<file path="src/rtl/cpu_pkg.sv">
// Shared definitions for the front end: next-PC select codes, fetch FSM states
// and the bubble instruction placed in IF/ID.
package cpu_pkg;

    localparam logic [1:0] BR_PC4    = 2'b00;
    localparam logic [1:0] BR_BRANCH = 2'b01;
    localparam logic [1:0] BR_JALR   = 2'b10;

    // addi x0,x0,0
    localparam logic [31:0] NOP_INSTR = 32'h0000_0013;

    typedef enum logic [1:0] {
        IDLE = 2'b00,
        REQ  = 2'b01,
        DROP = 2'b10,
        HOLD = 2'b11
    } fetch_state_t;

    function automatic logic is_redirect(input logic [1:0] sel);
        return (sel == BR_BRANCH) || (sel == BR_JALR);
    endfunction

endpackage

</file>
<file path="src/rtl/next_pc_mux.sv">
// Combinational next-PC selection; redirect targets are forced word-aligned.
module next_pc_mux
    import cpu_pkg::*;
#(
    parameter int unsigned XLEN = 32
) (
    input  logic [1:0]      br_sel,
    input  logic [XLEN-1:0] pc,
    input  logic [XLEN-1:0] br_target,
    input  logic [XLEN-1:0] jalr_target,
    output logic [XLEN-1:0] next_pc
);

    localparam logic [XLEN-1:0] ALIGN_MASK = {{(XLEN-2){1'b1}}, 2'b00};

    always_comb begin
        case (br_sel)
            BR_BRANCH: next_pc = br_target & ALIGN_MASK;
            BR_JALR:   next_pc = jalr_target & ALIGN_MASK;
            default:   next_pc = pc + XLEN'(4);
        endcase
    end

endmodule

</file>
<file path="src/rtl/pc_fetch_unit.sv">
// Instruction-fetch stage: owns the PC, runs the req/ack fetch handshake, fills
// IF/ID, absorbs stalls in a one-entry skid buffer and squashes on redirects.
module pc_fetch_unit
    import cpu_pkg::*;
#(
    parameter int unsigned      XLEN      = 32,
    parameter logic [XLEN-1:0] RESET_PC  = '0,
    parameter logic [31:0]     NOP_INSTR = cpu_pkg::NOP_INSTR
) (
    input  logic            clk,
    input  logic            rst,
    input  logic [1:0]      br_sel,
    input  logic [XLEN-1:0] br_target,
    input  logic [XLEN-1:0] jalr_target,
    input  logic            stall,
    output logic            imem_req,
    output logic [XLEN-1:0] imem_addr,
    input  logic            imem_ack,
    input  logic [31:0]     imem_rdata,
    output logic            ifid_valid,
    output logic [XLEN-1:0] ifid_pc,
    output logic [31:0]     ifid_instr,
    output logic            flush
);

    fetch_state_t    state_reg, state_next;
    logic [XLEN-1:0] pc_reg, pc_next;
    logic [XLEN-1:0] drop_addr_reg, drop_addr_next;
    logic [XLEN-1:0] skid_pc_reg, skid_pc_next;
    logic [31:0]     skid_instr_reg, skid_instr_next;
    logic            ifid_valid_reg, ifid_valid_next;
    logic [XLEN-1:0] ifid_pc_reg, ifid_pc_next;
    logic [31:0]     ifid_instr_reg, ifid_instr_next;
    logic            flush_reg, flush_next;

    logic            redirect;
    logic [1:0]      sel_eff;
    logic [XLEN-1:0] next_pc;

    // While stalled br_sel is ignored, so the mux yields pc+4 for skid captures.
    assign redirect = !stall && is_redirect(br_sel);
    assign sel_eff  = stall ? BR_PC4 : br_sel;

    next_pc_mux #(.XLEN(XLEN)) u_next_pc_mux (
        .br_sel      (sel_eff),
        .pc          (pc_reg),
        .br_target   (br_target),
        .jalr_target (jalr_target),
        .next_pc     (next_pc)
    );

    always_comb begin
        state_next      = state_reg;
        pc_next         = pc_reg;
        drop_addr_next  = drop_addr_reg;
        skid_pc_next    = skid_pc_reg;
        skid_instr_next = skid_instr_reg;
        ifid_valid_next = ifid_valid_reg;
        ifid_pc_next    = ifid_pc_reg;
        ifid_instr_next = ifid_instr_reg;
        flush_next      = 1'b0;
        imem_req        = 1'b0;
        imem_addr       = pc_reg;

        case (state_reg)
            IDLE: begin
                state_next = REQ;
            end

            REQ: begin
                imem_req = 1'b1;
                if (stall) begin
                    if (imem_ack) begin
                        skid_pc_next    = pc_reg;
                        skid_instr_next = imem_rdata;
                        pc_next         = next_pc;
                        state_next      = HOLD;
                    end
                end else if (redirect) begin
                    pc_next         = next_pc;
                    ifid_valid_next = 1'b0;
                    ifid_instr_next = NOP_INSTR;
                    flush_next      = 1'b1;
                    // An unacked request cannot be withdrawn; its data is dropped later.
                    if (!imem_ack) begin
                        drop_addr_next = pc_reg;
                        state_next     = DROP;
                    end
                end else if (imem_ack) begin
                    ifid_valid_next = 1'b1;
                    ifid_pc_next    = pc_reg;
                    ifid_instr_next = imem_rdata;
                    pc_next         = next_pc;
                end else begin
                    ifid_valid_next = 1'b0;
                    ifid_instr_next = NOP_INSTR;
                end
            end

            DROP: begin
                imem_req  = 1'b1;
                imem_addr = drop_addr_reg;
                if (redirect) begin
                    pc_next = next_pc;
                end
                if (imem_ack) begin
                    state_next = REQ;
                end
            end

            HOLD: begin
                if (!stall) begin
                    state_next = REQ;
                    if (redirect) begin
                        pc_next         = next_pc;
                        ifid_valid_next = 1'b0;
                        ifid_instr_next = NOP_INSTR;
                        flush_next      = 1'b1;
                    end else begin
                        ifid_valid_next = 1'b1;
                        ifid_pc_next    = skid_pc_reg;
                        ifid_instr_next = skid_instr_reg;
                    end
                end
            end

            default: begin
                state_next = IDLE;
            end
        endcase
    end

    always_ff @(posedge clk or negedge rst) begin
        if (!rst) begin
            state_reg      <= IDLE;
            pc_reg         <= RESET_PC;
            drop_addr_reg  <= RESET_PC;
            skid_pc_reg    <= '0;
            skid_instr_reg <= NOP_INSTR;
            ifid_valid_reg <= 1'b0;
            ifid_pc_reg    <= '0;
            ifid_instr_reg <= NOP_INSTR;
            flush_reg      <= 1'b0;
        end else begin
            state_reg      <= state_next;
            pc_reg         <= pc_next;
            drop_addr_reg  <= drop_addr_next;
            skid_pc_reg    <= skid_pc_next;
            skid_instr_reg <= skid_instr_next;
            ifid_valid_reg <= ifid_valid_next;
            ifid_pc_reg    <= ifid_pc_next;
            ifid_instr_reg <= ifid_instr_next;
            flush_reg      <= flush_next;
        end
    end

    assign ifid_valid = ifid_valid_reg;
    assign ifid_pc    = ifid_pc_reg;
    assign ifid_instr = ifid_instr_reg;
    assign flush      = flush_reg;

endmodule

</file>
<file path="config.mk">
export PLATFORM = sky130hd
export DESIGN_NAME = pc_fetch_unit
export DESIGN_NICKNAME = d
export VERILOG_FILES = /design/src/rtl/cpu_pkg.sv /design/src/rtl/next_pc_mux.sv /design/src/rtl/pc_fetch_unit.sv
export SDC_FILE = /design/constraint.sdc
export NUM_CORES = 1
export LEC_CHECK = 0
export BUFFER_PORTS_ARGS = -buffer_cell sky130_fd_sc_hd__buf_2
export CAP_MARGIN = 0
export CORE_MARGIN = 2
export CORE_UTILIZATION = 50
export CTS_CLUSTER_SIZE = 28
export DETAILED_ROUTE_END_ITERATION = 10
export PLACE_DENSITY_LB_ADDON = 0.15
export SLEW_MARGIN = 20
export SYNTH_ARGS = -nofsm -noshare
export SYNTH_HDL_FRONTEND = slang
export SYNTH_SLANG_ARGS = --single-unit
export TNS_END_PERCENT = 100
</file>
<file path="constraint.sdc">
create_clock -name clk -period 5.2 [get_ports clk]
set_clock_uncertainty 0.1 [all_clocks]
set_input_delay 0 -clock clk [delete_from_list [all_inputs] [get_ports clk]]
set_output_delay 0 -clock clk [all_outputs]
set_load 0.05 [all_outputs]
</file>
==> flow_summary.yaml <==
clocking:
  cts-root-to-sink-buffers: 2
  path_clk_slew_ns: 0.07
  postCtsSetupBuffers: 0
  cts_sinks: 196
  number_of_buffers_added_by_the_clock_tree_synthesis_step: 17
  clk_root_buffer_cell: "sky130_fd_sc_hd__clkbuf_16"
  htreeDepth: 4
  clk_latency_ns: 0.44
  tritoncts: "done"
power_and_ir_drop:
  pwr-share-comb_pct: 48.3
  seq_power_share_pct: 35.1
  power_frac_clock_pct: 16.6
  p_sw_w: 0.00376
  peakVddDrop_mv: 0.331
  totalPowerFinal_w: 0.00812
  p_leak_nw: 5.40
  power_density_nw_per_um2: 674
  p_int_w: 0.00435
  netSwitchingFraction_pct: 46.4
global_route:
  grt_max_degree: 114
  via_count_of_the_first_global_routing_pass: 7486
  grt_pass1_wl_mm: 38.4
  antenna_found_initial: 0
  grt_overflow: 0
  grt.total_usage_pct: 24.2
timing:
  setup_viol: 0
  report.final.slew_viol_count: 0
  tightestPinTransition_ns: 1.15
  slew_headroom_pct: 23.7
  min_period_over_period_pct: 59.7
  rsz_0062_raised_after_global_routing: "no"
  fin_setup_tns_ns: 0
  fmax_mhz: 322
  finalCriticalPeriod_ns: 3.10
  report.final.hold_viol_count: 0
finish:
  layout-drive-gt1-share_pct: 34.7
  antenna-diode-count: 0
  fin_nets: 1192
  fillerInstances: 1472
  synthToLayoutAreaGrowth_pct: 27.1
placed_design:
  place.detailed.hpwl_mm: 14.8
  place_congestion: 0.838
  port_buffers: 196
routing:
  finalWirelength_mm: 23.5
  ant_nets: 0
  avgRoutedWirePerCell_microns: 17.7
  detailroute.via_count: 7470
  avgViaCountPerCell: 5.61
  number_of_remaining_drc_errors: 0
  drc_marker_count_from_the_first_detailed_route_iteration: 442
  dr.pass1.iters: 5
setup_path:
  cp_data_required_time_ns: 5.45
  slowest_stage_delay_cp_ns: 0.96
  worstPathArrival_ns: 3.35
  crit_fanout: 29
  critical_path.cell_chain: "ha_2 -> buf_4 -> and2_1 -> a22oi_1 -> o21ai_0"
  setup.worst_path.start_class: "flop"
  kind_of_capture_point_of_the_worst_setup_path: "flop"
  crit_slowest_cell: "sky130_fd_sc_hd__and2_1"
  setup.worst_path.class: "flop to flop"
yosys:
  syn-instance-count: 850
  synth_fp_nets: 958
  synth-edff-count: 0
  synth.avg_cell_area_sq_um: 11.1
  synth-seq-area-share_pct: 51.9
  yosys_warnings: 0
  postSynthRegisterBits: 196
  synth_cell_type_count: 58
  post_synth_main_area_contributors: "sky130_fd_sc_hd__dfrtp_1, sky130_fd_sc_hd__mux2_2, sky130_fd_sc_hd__mux2i_1, sky130_fd_sc_hd__a21oi_1, sky130_fd_sc_hd__o21ai_0"
  yosysTopAreaCellShare_pct: 50.2
  synth-async-reset-ratio_pct: 100
  yosys.area.top_type: "sky130_fd_sc_hd__dfrtp_1"
  ys.flop_type: "sky130_fd_sc_hd__dfrtp_1"
  mappedNetlistArea_sq_um: 9460
status:
  run_status: "finished, final reports clean"
die:
  dieArea_sq_um: 20000
  chipHeight_microns: 142
  die_width_microns: 142
  core_area_sq_um: 18600
  cell_rows: 50
  top_level_ports: 201
  initial_utilization_pct: 50.8
run:
  drv_cap: 0
worst_hold_path:
  hold_class: "primary input to flop"
Yosys cell counts, drive strengths merged, types with 5 or more instances:
cell	n
buf	40
nor3	9
dfrtp	190
o22ai	8
mux2	122
a22oi	31
a221oi	20
a21oi	57
nor4	5
nand4	14
nor2	53
a41oi	7
ha	6
and3	7
mux2i	33
clkbuf	41
o22a	14
o21ai	52
nand3	11
a221o	7
a31oi	5
nand2	59
dfstp	6
inv	10
power groups by stage:
stage / Sequential [W] / Clock, W / Combinational, W
final: 0.00285 / 0.00135 / 0.00392
after global routing: 0.00296 / 0.00143 / 0.00421
after CTS: 0.00284 / 0.00137 / 0.00394
after detailed placement: 0.00287 / 0 / 0.00387
after global placement: 0.00283 / 0 / 0.00382
after floorplan: 0.00351 / 0 / 0.00232
routing by layer:
| metal | track usage (%) | share of wire (%) |
|---|---|---|
| met1 | 33.3 | 46 |
| met4 | 7.21 | 1.8 |
| met2 | 39.7 | 48 |
| met5 | 0 | 0 |
| met3 | 4.05 | 3.8 |
worst paths after layout:
check,startpoint,endpoint,slack (ns),cells after the start
min reg2reg,ifid_instr[6]$_DFFE_PN0P_,ifid_instr[6]$_DFFE_PN0P_,0.37,2
max in group asynchronous,rst,pc_reg[19]$_DFFE_PN0P_,3.89,3
max,state_reg[1]$_DFFE_PN0P_,ifid_instr[30]$_DFFE_PN0P_,2.10,5
min in group asynchronous,rst,ifid_instr[18]$_DFFE_PN0P_,0.06,2
min,br_target[25],pc_reg[25]$_DFFE_PN0P_,0.01,4
max reg2reg,state_reg[1]$_DFFE_PN0P_,ifid_instr[30]$_DFFE_PN0P_,2.10,5
worst max-delay path, delay by kind of cell (launching register included):
kind / cells / cell delay (ns)
buf+inv: 1 / 0.47
compound gates: 2 / 0.37
fa+ha+maj: 1 / 0.62
flops: 1 / 0.48
simple gates: 1 / 0.96
cells by family (layout without fill, tap and decap cells):
family	after synthesis	after routing	share of synthesized area, %
multiplexers	155	155	18.0
AND/OR/NAND/NOR	179	179	9.57
AO/OA/AOI/OAI	222	222	15.5
adder cells (fa/ha/maj)	6	6	0.793
buffers and inverters	91	338	4.09
flip-flops	196	196	51.9
XOR/XNOR	1	1	0.172
repair_timing:
action | in CTS | in global routing
gates resized for setup | 0 | 0
hold endpoints to repair | 178 | 0
hold buffers | 91 | 0
metrics by stage:
step | instances | hold WS, ns | instance area, sq um | setup slack [ns] | utilization, %
6_report | 1331 | 0.0114 | 12000 | 2.10 | 64.5
5_1_grt | 1331 | 0.0149 | 12000 | 1.87 | 64.5
4_1_cts | 1331 | 0.00357 | 12000 | 2.08 | 64.5
3_5_place_dp | 1208 | -0.00236 | 10500 | 2.07 | 56.5
3_3_place_gp | 1208 | -0.00690 | 10500 | 2.11 | 56.5
2_1_floorplan | 850 | -0.396 | 9460 | 2.96 | -
final cells by class:
cell class                 count  area, sq um  share of cell area [%]
clock buffer                  21          440                    3.66
clock inverter                11          153                    1.27
inverter                      10         37.5                   0.312
multi-input combinational    563         4220                    35.0
sequential                   196         4910                    40.8
tap                          234          293                    2.43
timing repair buffer         296         1980                    16.5
layout by cell type, fill, tap and decap left out, types with 8 or more instances in the layout:
cell,instances
sky130_fd_sc_hd__mux2i_1,33
sky130_fd_sc_hd__a21oi_1,57
sky130_fd_sc_hd__inv_1,10
sky130_fd_sc_hd__o22a_1,14
sky130_fd_sc_hd__nor2_1,53
sky130_fd_sc_hd__nand3_1,8
sky130_fd_sc_hd__buf_4,8
sky130_fd_sc_hd__o22ai_1,8
sky130_fd_sc_hd__dlygate4sd3_1,91
sky130_fd_sc_hd__buf_2,195
sky130_fd_sc_hd__o21ai_0,51
sky130_fd_sc_hd__clkbuf_16,17
sky130_fd_sc_hd__nand2_1,57
sky130_fd_sc_hd__nand4_1,14
sky130_fd_sc_hd__a221oi_1,20
sky130_fd_sc_hd__a22oi_1,31
sky130_fd_sc_hd__dfrtp_1,190
sky130_fd_sc_hd__mux2_2,121
Note: power is estimated with default switching activity, not from simulation.
